## config.mk

```make
export PLATFORM = sky130hd
export DESIGN_NAME = fetch_unit
export DESIGN_NICKNAME = d
export VERILOG_FILES = /design/src/rtl/riscv_pkg.sv /design/src/rtl/fetch_unit.sv
export SDC_FILE = /design/constraint.sdc
export NUM_CORES = 1
export LEC_CHECK = 0
export CORE_UTILIZATION = 40
export CTS_CLUSTER_DIAMETER = 80
export DETAILED_ROUTE_END_ITERATION = 7
export GPL_TIMING_DRIVEN = 0
export PLACE_DENSITY = 0.87
export SLEW_MARGIN = 0
export SYNTH_ARGS = -nofsm -noshare
export SYNTH_HDL_FRONTEND = slang
export SYNTH_SLANG_ARGS = --single-unit
export TNS_END_PERCENT = 10
```

## constraint.sdc

```tcl
create_clock -name clk -period 2.95 [get_ports clk]
set_input_delay 0.59 -clock clk [delete_from_list [all_inputs] [get_ports clk]]
set_output_delay 0.59 -clock clk [all_outputs]
set_load 0.02 [all_outputs]
```

## src/rtl/riscv_pkg.sv

```systemverilog
// Shared RISC-V definitions: control-unit opcodes, fetch FSM states
// and the canonical NOP encoding.
package riscv_pkg;

    localparam logic [6:0] OP_R    = 7'b0110011;
    localparam logic [6:0] OP_LW   = 7'b0000011;
    localparam logic [6:0] OP_SW   = 7'b0100011;
    localparam logic [6:0] OP_BEQ  = 7'b1100011;
    localparam logic [6:0] OP_ADDI = 7'b0010011;

    localparam logic [31:0] INST_NOP = 32'h0000_0013;

    typedef enum logic [1:0] {
        S_REQ   = 2'd0,
        S_WAIT  = 2'd1,
        S_HOLD  = 2'd2,
        S_FAULT = 2'd3
    } fetch_state_t;

endpackage

```

## src/rtl/fetch_unit.sv

```systemverilog
// Instruction fetch stage: PC, one-outstanding imem fetch, redirect squash.
// Optional misaligned-target fault with `define FETCH_ALIGN_CHECK_EN.
module fetch_unit
    import riscv_pkg::*;
#(
    parameter int unsigned     XLEN     = 32,
    parameter logic [XLEN-1:0] RESET_PC = '0
) (
    input  logic            clk,
    input  logic            reset,
    output logic            imem_req_valid,
    input  logic            imem_req_ready,
    output logic [XLEN-1:0] imem_req_addr,
    input  logic            imem_rsp_valid,
    input  logic [XLEN-1:0] imem_rsp_data,
    output logic            inst_valid,
    input  logic            inst_ready,
    output logic [XLEN-1:0] inst,
    output logic [XLEN-1:0] inst_pc,
    input  logic            redirect,
    input  logic [XLEN-1:0] redirect_pc,
    output logic            fetch_fault
);

    localparam logic [XLEN-1:0] PC_STEP = XLEN'(4);

    fetch_state_t    state;
    logic [XLEN-1:0] pc;
    logic            drop;
    logic [XLEN-1:0] target;

`ifdef FETCH_ALIGN_CHECK_EN
    logic misaligned;
    logic fault;

    // Keep the raw target; low bits decide whether we fault.
    assign target      = redirect_pc;
    assign misaligned  = redirect & (redirect_pc[1:0] != 2'b00);
    assign fetch_fault = fault;
`else
    // Low bits are simply cleared, so fetches stay word aligned.
    assign target      = redirect_pc & ~XLEN'(3);
    assign fetch_fault = 1'b0;
`endif

    // Request is held off during reset even though state resets to S_REQ.
    assign imem_req_valid = (state == S_REQ) & ~reset;
    assign imem_req_addr  = pc;

    // Fetch FSM; redirect outranks every other event in a cycle.
    always_ff @(posedge clk or posedge reset) begin
        if (reset) begin
            state      <= S_REQ;
            pc         <= RESET_PC;
            drop       <= 1'b0;
            inst_valid <= 1'b0;
            inst       <= '0;
            inst_pc    <= '0;
`ifdef FETCH_ALIGN_CHECK_EN
            fault      <= 1'b0;
`endif
        end else begin
            unique case (state)
                S_REQ: begin
                    if (redirect) begin
                        pc <= target;
                        if (imem_req_ready) begin
                            state <= S_WAIT;
                            drop  <= 1'b1;
                        end
                    end else if (imem_req_ready) begin
                        state <= S_WAIT;
                    end
                end
                S_WAIT: begin
                    if (redirect) begin
                        pc <= target;
                        if (imem_rsp_valid) begin
                            state <= S_REQ;
                            drop  <= 1'b0;
                        end else begin
                            drop  <= 1'b1;
                        end
                    end else if (imem_rsp_valid) begin
                        if (drop) begin
                            drop  <= 1'b0;
                            state <= S_REQ;
                        end else begin
                            inst       <= imem_rsp_data;
                            inst_pc    <= pc;
                            pc         <= pc + PC_STEP;
                            inst_valid <= 1'b1;
                            state      <= S_HOLD;
                        end
                    end
                end
                S_HOLD: begin
                    if (redirect) begin
                        pc         <= target;
                        inst_valid <= 1'b0;
                        state      <= S_REQ;
                    end else if (inst_ready) begin
                        inst_valid <= 1'b0;
                        state      <= S_REQ;
                    end
                end
                S_FAULT: begin
                    state <= S_FAULT;
                end
            endcase
`ifdef FETCH_ALIGN_CHECK_EN
            // A bad target parks the unit until reset; late responses are ignored.
            if (state != S_FAULT && misaligned) begin
                state      <= S_FAULT;
                inst_valid <= 1'b0;
                drop       <= 1'b0;
                fault      <= 1'b1;
            end
`endif
        end
    end

endmodule

```

==> results.toml <==
[place]
gp_congestion = 0.921
placed_cells_incl_taps = 745
hpwl_mm = 10.1
postPlaceCellArea_sq_um = 6490
io_buffers = 160

[cts]
cts_h_tree_depth = 3
tritoncts.num_buffers = 9
cts_setup_buffers = 0
cts_buffer_depth = 2
clk_root_buffer_cell = "clkbuf_16"
clk_latency_ns = 0.35
post_cts_hold_buffer_count = 0
worst_setup_hold_path_clk_slew_ns = 0.06
tritoncts = "built"
cts-resized-gates = 0
cts.sinks = 96

[logic_synthesis]
syn_avg_cell_area_sq_um = 10.7
post_synth_instance_area_sq_um = 4650
synth_seq_cells = 96
post_synth_edffs = 0
ys_warn_count = 0
most_common_flop_cell_mapped_by_yosys = "dfrtp_1"
yosysUniqueCellTypes = 48
synthesis.instances = 436
synth_async_sr_flop_share_pct = 100
synth_sequential_area_ratio_pct = 51.6

[critical_path]
crit_required_ns = 3.23
crit_path_start_kind = "register"
worst_setup_sp = "state[0]"
worstSetupEndpointType = "register"
rr_startpoint = "state[0]"
worst-path-max-fanout = 10
worstSetupPathType = "register to register"
timing.critical_path.arrival_ns = 3.06

[timing]
final.setup_skew_ns = 0.00758
max_freq_mhz = 360
fin_hold_ws_ns = 0.505
max_slew_margin_pct = 51.7
period_share_pct = 94.2
rsz0062_at_grt = "true"
drv_slew = 0
total_setup_violations_reported_at_the_end_of_the_flow = 0
finalCriticalPeriod_ns = 2.78
setup-tns-final_ns = 0
worstMarginPinSlew_ns = 0.718
timing.final.hold_violations = 0

[worst_hold_path]
timing.hold.worst.class = "register to register"
timing.hold.worst.start = "inst_pc[21]"

[floorplan]
floorplan.die.height_microns = 110
initial_core_utilization_pct = 40.9
core_region_area_sq_um = 11400
placement_rows = 39
die_width_microns = 110
ios = 169
floorplan.die_area_sq_um = 12100

[routing]
drt-wirelength-per-cell_microns = 18.0
route.vias.total = 4336
drt_drc_violations_left = 0
dr_vias_cell = 5.70
first_iter_violations = 328
detail_route.first_pass.iterations = 5
wl_mm = 13.7
ant_nets = 0

[power_and_ir_drop]
leakage_power_uw = 0.00271
vdd.ir_drop.worst_mv = 0.543
design_power_total_uw = 8030
power.density_nw_per_um2 = 1180

[final_layout]
layout.nets = 689
stdcell_count = 761
layout-area-overhead-vs-synth_pct = 46.6
antennaDiodeCount = 0
stdcell_area_sq_um = 6820
layout-drive-gt1-share_pct = 14.7

[grt]
grt_pass1_wl_mm = 21.2
grt.total_usage_pct = 23.3
pin_count_of_the_biggest_net_entering_global_routing = 41
initial_antenna_violation_count = 0
grt_pass1_vias = 4404
globalRoute.totalOverflow = 0

[job]
max_cap_violations = 0

[run_status]
outcome = "completed"
==> cells in the mapped netlist, drive strengths merged, types with 2 or more instances <==
master   instances  area, sq um
a211oi           5         37.5
a21boi           2         15.0
a21oi           24          120
a22oi            2         15.0
a2bb2oi          4         35.0
a311o            2         20.0
a311oi           2         17.5
a31oi            5         31.3
a32oi            2         17.5
and3             7         43.8
buf              9         53.8
clkbuf          28          105
dfrtp           96         2400
ha               6         75.1
inv             10         37.5
mux2            62          698
mux2i            4         40.0
nand2           23         86.3
nand3           26          130
nand4           13         87.6
nor2            24         90.1
nor2b            2         12.5
nor3            17         85.1
nor4             7         50.1
o21a             2         15.0
o21ai           22          110
o22a             2         17.5
o22ai            5         31.3
o32ai            2         17.5
or2              2         12.5
or3              6         37.5
or4              2         15.0
==> layer usage <==
| layer | global-route usage, % | wire, microns | up-vias |
|---|---|---|---|
| li1 | - | - | 1949 |
| met1 | 28.4 | 5250 | 2086 |
| met2 | 37.6 | 6670 | 245 |
| met3 | 7.11 | 1370 | 56 |
| met4 | 10.8 | 378 | 0 |
| met5 | 0 | 0 | - |
==> per-stage QoR <==
stage	setup slack, ns	util, %
final	0.171	60.0
after global routing	-0.0251	60.0
after CTS	0.220	60.0
after detailed placement	0.0206	57.1
after global placement	0.0563	56.8
after floorplan	0.634	-
==> flip-flops by register name, summed over array words and instances, names as in the netlist <==
signal	flops
drop	1
imem_req_addr	30
inst	32
inst_pc	30
inst_valid	1
state	2
==> path summary, 6_finish.rpt <==
| kind | to | slack (ns) | cells past startpoint |
|---|---|---|---|
| max | imem_req_addr[21] | 0.17 | 7 |
| min | inst_pc[21] | 0.51 | 1 |
| max reg2reg | imem_req_addr[21] | 0.17 | 7 |
| min reg2reg | inst_pc[21] | 0.51 | 1 |
| max in group asynchronous | inst[10] | 1.47 | 4 |
| min in group asynchronous | drop | 0.66 | 2 |
==> power by group <==
part           internal (uW)  total (uW)  switching [uW]
clock network            765        1270             502
logic                   1990        4180            2190
registers               1980        2580             604
==> final cells by class <==
| type | instances | area (sq um) |
|---|---|---|
| clock buffers | 11 | 243 |
| inverters | 10 | 41.3 |
| clock inverters | 5 | 80.1 |
| well taps | 143 | 179 |
| multi-input cells | 297 | 2080 |
| repair buffers | 162 | 1640 |
| flip-flops and latches | 96 | 2400 |
| plain buffers | 37 | 159 |
| fillers | 934 | 4550 |
==> worst max-delay path, stage by stage, from the launching register on <==
cell and delay [ns]:
dfrtp_1 0.45, inv_1 0.13, ha_1 0.28, nor3_1 0.44, clkbuf_1 0.49, clkbuf_1 0.49
o311ai_0 0.28, nand3_1 0.14
==> layout by cell type (no fill, tap or decap), drive strengths merged, types with 6 or more instances in the layout <==
master	n
nand3	26
nand2	23
nor4	7
or3	6
dfrtp	96
and3	7
nor2	24
clkdlybuf4s50	160
nor3	17
inv	9
nand4	13
clkbuf	39
a21oi	24
buf	11
o21ai	22
mux2	62
ha	6
==> kinds of logic (layout without fill, tap and decap cells) <==
logic type               Yosys count  in the layout  synth area share, %
AND/OR/NAND/NOR                  132            132                 14.4
other                              1              5               0.0806
multiplexers                      66             66                 15.9
buffers and inverters             47            225                 4.22
flip-flops                        96             96                 51.6
adder cells (fa/ha/maj)            6              6                 1.61
AO/OA/AOI/OAI                     88             88                 12.2
No activity file was read; power rests on OpenSTA's default activity.
